===== config.mk =====
export PLATFORM = sky130hd
export DESIGN_NAME = cdb_arbiter
export DESIGN_NICKNAME = d
export VERILOG_FILES = /design/src/rtl/cdb_arbiter.sv
export SDC_FILE = /design/constraint.sdc
export NUM_CORES = 1
export LEC_CHECK = 0
export CORE_UTILIZATION = 42
export DETAILED_ROUTE_END_ITERATION = 7
export SLEW_MARGIN = 20
export SYNTH_ARGS = -nofsm -noshare
export SYNTH_HDL_FRONTEND = slang
export SYNTH_SLANG_ARGS = --single-unit

===== constraint.sdc =====
create_clock -name Clock -period 5.31 [get_ports Clock]
set_input_delay 1.593 -clock Clock [delete_from_list [all_inputs] [get_ports Clock]]
set_output_delay 1.593 -clock Clock [all_outputs]
set_load 0.02 [all_outputs]

===== src/rtl/cdb_arbiter.sv =====
// cdb_arbiter
//   Common Data Bus arbiter for the Tomasulo datapath. Three functional-unit
//   sources hand in completed results; each source owns a 2-entry FIFO, and
//   one buffered result per cycle is broadcast on the CDB, picked round-robin
//   starting after the most recently granted source.
//
// Handshake (valid/ready, per source i):
//   A transfer happens at a rising Clock edge when Fu_valid[i] and Fu_ready[i]
//   are both 1. Fu_ready[i] depends only on the registered FIFO count, never on
//   Fu_valid or on the pop happening in the same cycle. A source holds its data
//   stable while Fu_valid is high and ready is low.
//
// Ports:
//   Clock            single clock, rising edge
//   Reset            synchronous, active-low
//   Fu_valid[2:0]    source i presents a result
//   Fu_data0..2      result of source i
//   Fu_ready[2:0]    FIFO i can accept this cycle
//   Qi_CDB           registered tag of the broadcast, NO_TAG when idle
//   Qi_CDB_data      registered broadcast data, Vj_Vk_sem_valor when idle
//   Broadcast_count  broadcasts since reset, wraps at 16 bits
module cdb_arbiter #(
  parameter int                 DATA_W          = 16,
  parameter int                 TAG_W           = 4,
  parameter logic [TAG_W-1:0]   TAG_SRC0        = 4'd1,
  parameter logic [TAG_W-1:0]   TAG_SRC1        = 4'd2,
  parameter logic [TAG_W-1:0]   TAG_SRC2        = 4'd3,
  parameter logic [TAG_W-1:0]   NO_TAG          = 4'd0,
  parameter logic [DATA_W-1:0]  Vj_Vk_sem_valor = 16'hFFF0
) (
  input  logic              Clock,
  input  logic              Reset,
  input  logic [2:0]        Fu_valid,
  input  logic [DATA_W-1:0] Fu_data0,
  input  logic [DATA_W-1:0] Fu_data1,
  input  logic [DATA_W-1:0] Fu_data2,
  output logic [2:0]        Fu_ready,
  output logic [TAG_W-1:0]  Qi_CDB,
  output logic [DATA_W-1:0] Qi_CDB_data,
  output logic [15:0]       Broadcast_count
);

  // Per-source FIFO storage and bookkeeping
  logic [DATA_W-1:0] mem [3][2];
  logic              head [3];
  logic              tail [3];
  logic [1:0]        cnt [3];

  // Source index of the previous grant; reset to 2 so source 0 goes first
  logic [1:0]        last_grant;

  logic [DATA_W-1:0] fu_data [3];
  logic [2:0]        nonempty;
  logic [2:0]        push_vec;
  logic [2:0]        pop_vec;
  logic              grant_valid;
  logic [1:0]        grant_idx;
  logic [1:0]        order0, order1, order2;
  logic [TAG_W-1:0]  grant_tag;
  logic [DATA_W-1:0] grant_data;

  assign fu_data[0] = Fu_data0;
  assign fu_data[1] = Fu_data1;
  assign fu_data[2] = Fu_data2;

  always_comb begin
    for (int i = 0; i < 3; i++) begin
      Fu_ready[i] = (cnt[i] != 2'd2);
      nonempty[i] = (cnt[i] != 2'd0);
    end
  end

  assign push_vec = Fu_valid & Fu_ready;

  // Round-robin search order starting at last_grant+1 (mod 3)
  always_comb begin
    order0 = 2'd0;
    order1 = 2'd1;
    order2 = 2'd2;
    case (last_grant)
      2'd0: begin order0 = 2'd1; order1 = 2'd2; order2 = 2'd0; end
      2'd1: begin order0 = 2'd2; order1 = 2'd0; order2 = 2'd1; end
      default: begin order0 = 2'd0; order1 = 2'd1; order2 = 2'd2; end
    endcase
  end

  // Grant decision uses only pre-edge FIFO state, so a result pushed this
  // cycle can never be broadcast in the same cycle.
  always_comb begin
    grant_valid = 1'b0;
    grant_idx   = 2'd0;
    if (nonempty[order0]) begin
      grant_valid = 1'b1;
      grant_idx   = order0;
    end else if (nonempty[order1]) begin
      grant_valid = 1'b1;
      grant_idx   = order1;
    end else if (nonempty[order2]) begin
      grant_valid = 1'b1;
      grant_idx   = order2;
    end
  end

  always_comb begin
    pop_vec    = 3'b000;
    grant_tag  = TAG_SRC2;
    grant_data = mem[2][head[2]];
    case (grant_idx)
      2'd0: begin grant_tag = TAG_SRC0; grant_data = mem[0][head[0]]; end
      2'd1: begin grant_tag = TAG_SRC1; grant_data = mem[1][head[1]]; end
      default: begin grant_tag = TAG_SRC2; grant_data = mem[2][head[2]]; end
    endcase
    if (grant_valid) begin
      pop_vec = 3'b001 << grant_idx;
    end
  end

  // FIFO state
  always_ff @(posedge Clock) begin
    if (!Reset) begin
      for (int i = 0; i < 3; i++) begin
        head[i] <= 1'b0;
        tail[i] <= 1'b0;
        cnt[i]  <= 2'd0;
      end
    end else begin
      for (int i = 0; i < 3; i++) begin
        if (push_vec[i]) begin
          mem[i][tail[i]] <= fu_data[i];
          tail[i]         <= ~tail[i];
        end
        if (pop_vec[i]) begin
          head[i] <= ~head[i];
        end
        case ({push_vec[i], pop_vec[i]})
          2'b10:   cnt[i] <= cnt[i] + 2'd1;
          2'b01:   cnt[i] <= cnt[i] - 2'd1;
          default: cnt[i] <= cnt[i];
        endcase
      end
    end
  end

  // Registered CDB outputs
  always_ff @(posedge Clock) begin
    if (!Reset) begin
      last_grant      <= 2'd2;
      Qi_CDB          <= NO_TAG;
      Qi_CDB_data     <= Vj_Vk_sem_valor;
      Broadcast_count <= 16'd0;
    end else if (grant_valid) begin
      last_grant      <= grant_idx;
      Qi_CDB          <= grant_tag;
      Qi_CDB_data     <= grant_data;
      Broadcast_count <= Broadcast_count + 16'd1;
    end else begin
      Qi_CDB          <= NO_TAG;
      Qi_CDB_data     <= Vj_Vk_sem_valor;
    end
  end

endmodule


==> results of run 1 <==
-- per-layer routing --
| metal | up-vias | wire [um] |
|---|---|---|
| li1 | 1733 | - |
| met1 | 1706 | 5260 |
| met2 | 101 | 6070 |
| met3 | 11 | 624 |
| met4 | 0 | 144 |
| met5 | - | 0 |
-- power by group --
| part | leakage, nW | internal, mW | total (mW) | switching [mW] |
|---|---|---|---|---|
| clock | 0.288 | 0.784 | 1.24 | 0.453 |
| combinational | 1.05 | 0.468 | 1.02 | 0.550 |
| sequential | 1.30 | 1.41 | 1.57 | 0.158 |
-- worst reg2reg max path: cells and delay by family (launching register included) --
| kind | cells | cell delay [ns] |
|---|---|---|
| adders and majority gates | 1 | 0.40 |
| AOI/OAI and AO/OA | 1 | 0.84 |
| DFF | 1 | 0.49 |
| and+or+nand+nor | 3 | 1.24 |
-- cells in the mapped netlist, types with 8 or more instances --
master / n
and2_1: 9
ha_1: 8
nor2_1: 14
nand2_1: 32
nand3_1: 11
inv_1: 11
o211ai_2: 8
mux2i_1: 15
a31oi_1: 13
xnor2_1: 9
clkbuf_1: 18
edfxtp_1: 108
dfxtp_1: 36
nand4_1: 11
mux2_2: 36
-- cell usage in the layout (no fill, tap or decap), drive strengths merged, types with 13 or more instances in the layout --
| master | n |
|---|---|
| o211ai | 15 |
| mux2 | 36 |
| nand2 | 32 |
| edfxtp | 108 |
| dfxtp | 36 |
| a31oi | 13 |
| nor2 | 15 |
| mux2i | 15 |
| clkdlybuf4s50 | 89 |
| clkbuf | 18 |
-- registers in the layout (all words and copies together), names as in the netlist --
signal and count:
Broadcast_count 16, Qi_CDB 2, Qi_CDB_data 16, cnt 6, head 3, last_grant 2, mem 96, tail 3
-- path summary, 6_finish.rpt --
kind / end / slack, ns / cells after the start
setup / recovery: mem[0][8] / 1.99 / 2
setup reg to reg: cnt[2][1] / 2.11 / 5
hold reg to reg: Broadcast_count[15] / 0.47 / 2
hold / removal: Broadcast_count[15] / 0.47 / 2
-- stage by stage --
step | std cells | hold slack (ns) | setup slack [ns] | util | area [um2]
2_1_floorplan | 415 | 0.472 | 2.02 | - | 5890
3_3_place_gp | 660 | 0.463 | 1.57 | 0.515 | 6930
3_5_place_dp | 660 | 0.469 | 1.52 | 0.515 | 6930
4_1_cts | 692 | 0.477 | 1.95 | 0.561 | 7550
5_1_grt | 692 | 0.492 | 1.82 | 0.561 | 7550
6_report | 692 | 0.474 | 1.99 | 0.561 | 7550
-- cells by family (layout without fill, tap and decap cells) --
logic type / Yosys count / count (layout) / share of synthesized area
other cells: 1 / 2 / 0.000637
simple gates: 105 / 105 / 0.0914
flops: 144 / 144 / 0.673
compound gates: 58 / 58 / 0.0809
xor+xnor: 10 / 10 / 0.0149
mux: 51 / 51 / 0.0943
fa+ha+maj: 8 / 8 / 0.0170
buf+inv: 37 / 138 / 0.0278
-- area by class of cell --
cell class | instances | area [um2] | share of cell area
clock buffers | 18 | 429 | 0.0569
well taps | 176 | 220 | 0.0292
inverters | 11 | 41.3 | 0.00547
multi-input cells | 234 | 1770 | 0.234
flip-flops and latches | 144 | 3960 | 0.525
clock inverters | 14 | 190 | 0.0252
repair buffers | 95 | 936 | 0.124
==> metrics.txt, run 1 <==
final wirelength=12100 um; peak supply drop=0.000260 V; Worst Max-Slew Pin Slew=0.972 ns; Crit-path slowest cell=clkdlybuf4s50_1; Tot Pwr=3.82 mW; Setup Crit Path Kind=input pin to register; status=completed; clock root cell=clkbuf_16; Critical Path Start Type=input pin; Worst Clk Skew=0.00742 ns; share of layout cells above drive strength 1=0.172; Total GRT Usage=0.179; first-pass GRT wire length=19000 um; Mapped Cells=414; f_max=0.301 GHz; Largest delay share family, worst path=buffers and inverters; initial antenna violation count=0; crit path from=Reset; clock sink count=144; Tmin final=3.32 ns; Overflow after GRT=0; Yosys cell types=50; EDFF count, synth=108; clk_lat worst skew=0.42 ns; area share of the largest cell type after synthesis=0.551; Setup crit end kind=register; Worst Hold Class=register to register; yosys warns=0; core area=13500 um2; Leak=2.64 nW; CP cell instances=clkdlybuf4s50_1 > and3_1; die height=120 um; P&R area growth vs syn=28.1%; CP Data Required Time=5.35 ns; initial cell density of the core=0.438; max-cap viol count=0; clock-pin transition on the worst setup and hold timing paths=0.06 ns; HPWL Detailed=8280 um; hold-fix buffer count after cts=0; WL/cell=17.5 um; Clock Tree Buf Depth=2; sequential element share of the synthesized area=0.673; port buffer count=89; Placer Congestion=0.754; NumNets Final=564; Ant. Diodes=0; Slew headroom=0.352; gr busiest metal=met2; drt pass-1 iters=4; Via density=5.13; I/O pin count=92; Critical Path AT=3.36 ns; Routed Antenna Nets=0; cell taking the most area after synthesis=edfxtp_1; Avg Inst Size Synth=14.2 um2; Main synth FF type=edfxtp_1; final setup vio count=0; Crit path largest cell delay=0.94 ns; CTS Buf Count=17; largest cells by area after synthesis=edfxtp_1 55%, dfxtp_1 12%, mux2_2 6.9%; Die W=120 um; Worst Path Max Fanout=23; Mapped Area=5890 um2; postcts setup bufs=0; TritonCTS clock tree=yes; CP Buf/Inv Count=1; Power per Cell Area=507 nW/um2; vias in the first global route=3566; DR iter-0 viols=279; Final Max Slew Viols=0; period utilisation layout=0.625; met3 usage=0.0500; met2 usage=0.293; Yosys reg bits=144; via total after detailed routing=3551; Reg2Reg Launch Point=cnt[0][0]; unrepaired setup endpoints after global routing=false; Async SR Flop Fraction=0; die area=14500 um2; largest net degree at the start of global routing=26; Resized cells post-CTS=0; met1 usage=0.228; Final TNS setup=0 ns; FILL cells=1161; HP Start=Broadcast_count[15]; row cnt=42; Remaining DRCs=0; Final Hold Vio Count=0; H-tree depth=4
(Power assumes the default switching activity.)
==> run 2, diff against run 1 <==
--- a/config.mk
+++ b/config.mk
@@ -7,6 +7,7 @@
 export LEC_CHECK = 0
 export CORE_UTILIZATION = 42
 export DETAILED_ROUTE_END_ITERATION = 7
+export PLACE_DENSITY = 0.67
 export SLEW_MARGIN = 20
 export SYNTH_ARGS = -nofsm -noshare
 export SYNTH_HDL_FRONTEND = slang
==> constraint.sdc (replaced) <==
create_clock -name Clock -period 3 [get_ports Clock]
set_input_delay 0.9 -clock Clock [delete_from_list [all_inputs] [get_ports Clock]]
set_output_delay 0.9 -clock Clock [all_outputs]
set_load 0.02 [all_outputs]
==> metrics.txt, run 2 (synthesized netlist as in run 1, its figures left out) <==
most frequent cells in the layout=108 x edfxtp_1, 89 x clkdlybuf4s50_1, 36 x dfxtp_1, 36 x mux2_2, 32 x nand2_1; Slew headroom=0.382; Critical Path AT=2.78 ns; HPWL Detailed=8420 um; DR iter-0 viols=187; Via density=5.21; CP Depth=5; Worst Max-Slew Pin Slew=0.926 ns; CP Data Required Time=3.17 ns; Final Max Slew Viols=0; initial antenna violation count=0; I/O pin count=92; WL/cell=17.4 um; Setup crit end kind=register; clock root cell=clkbuf_16; Multi-input gate area=1770 um2; NumNets Final=571; largest net degree at the start of global routing=21; Worst R2R Setup Slack=0.39 ns; unrepaired setup endpoints after global routing=false; clk_lat worst skew=0.43 ns; most common cell after layout, fill and taps aside=edfxtp_1; row cnt=42; met3 usage=0.0481; Critical Path Start Type=register; r2r worst-path depth=5; Crit-path slowest cell=or4_1; max reg flops=96; initial cell density of the core=0.438; Power per Cell Area=886 nW/um2; CTS Buf Count=17; period utilisation layout=0.871; Final TNS setup=0 ns; Worst Hold Class=register to register; die height=120 um; CP cell instances=or4_1 > a211oi_4 > ha_1 > or3_1 > and3_1; Worst setup endpoint=cnt[2][1]; H-tree depth=4; Placer Congestion=0.789; clock-pin transition on the worst setup and hold timing paths=0.06 ns; core area=13500 um2; Worst Path Max Fanout=7; Worst Setup Slack, final=0.386 ns; P&R area growth vs syn=28.6%; TritonCTS clock tree=yes; Leak=2.67 nW; hold path cells=2; worst r2r dst=cnt[2][1]; hold-fix buffer count after cts=0; share of layout cells above drive strength 1=0.185; Tot Pwr=6.71 mW; crit path from=cnt[0][0]; die area=14500 um2; Resized cells post-CTS=0; Final Hold Vio Count=0; Remaining DRCs=0; Largest delay share family, worst path=simple AND/OR/NAND/NOR gates; f_max=0.383 GHz; final wirelength=12200 um; CP Buf/Inv Count=0; Tmin final=2.61 ns; peak supply drop=0.000503 V; status=completed; storage element area=3960 um2; port buffer count=89; postcts setup bufs=0; Routed Antenna Nets=0; vias in the first global route=3664; Crit path largest cell delay=0.74 ns; FILL cells=1110; pre-CTS setup slack=0.390 ns; Die W=120 um; gr busiest metal=met2; via total after detailed routing=3640; final setup vio count=0; fin util=0.563; Overflow after GRT=0; met1 usage=0.229; fin cells=699; Total GRT Usage=0.179; Clock Tree Buf Depth=2; clock sink count=144; met2 usage=0.286; drt pass-1 iters=4; Reg2Reg Launch Point=cnt[0][0]; max-cap viol count=0; Ant. Diodes=0; Setup Crit Path Kind=register to register; Post-Place Cells=667; first-pass GRT wire length=19200 um; Worst Clk Skew=0.0147 ns
==> run 2: cell type report <==
class,instances,share of cell area
flip-flops and latches,144,0.523
well taps,176,0.0291
multi-input cells,234,0.233
clock buffers,18,0.0595
inverters,11,0.00545
clock inverters,14,0.0188
repair buffers,102,0.131
==> run 2: metal layers <==
metal	vias to the layer above	part of all wire
li1	1742	-
met5	-	0
met2	111	0.49
met1	1774	0.45
met3	13	0.048
met4	0	0.016
==> run 2: worst min path at each step <==
stage,start,to,slack [ns]
after global routing,Broadcast_count[15],Broadcast_count[15],0.51
after detailed placement,Broadcast_count[15],Broadcast_count[15],0.49
after CTS,Broadcast_count[15],Broadcast_count[15],0.50
final,Broadcast_count[15],Broadcast_count[15],0.49
after floorplan,last_grant[0],last_grant[0],0.47
after global placement,Broadcast_count[15],Broadcast_count[15],0.46
==> run 2: worst min-delay path: stages (launching register included) <==
cell      delay, ns
dfxtp_1        0.31
o31ai_1        0.07
a21boi_1       0.06
==> run 2: metrics by stage <==
| step | hold WS (ns) | instance area, um2 |
|---|---|---|
| floorplan | 0.472 | 5890 |
| global placement | 0.460 | 6980 |
| detailed placement | 0.488 | 6980 |
| CTS | 0.496 | 7570 |
| global route | 0.514 | 7570 |
| finish | 0.492 | 7570 |
==> run 2: report_power, final <==
part	switching (mW)	internal, mW	leakage, nW
clock	0.878	1.22	0.283
combinational	0.984	0.855	1.09
sequential	0.284	2.49	1.30
==> run 3, diff against run 2 <==
--- a/config.mk
+++ b/config.mk
@@ -5,6 +5,7 @@
 export SDC_FILE = /design/constraint.sdc
 export NUM_CORES = 1
 export LEC_CHECK = 0
+export ABC_CLOCK_PERIOD_IN_PS = 3000
 export CORE_UTILIZATION = 42
 export DETAILED_ROUTE_END_ITERATION = 7
 export PLACE_DENSITY = 0.67
==> results of run 3 <==
No change in the layout: final DEF, timing and power equal those of run 2.
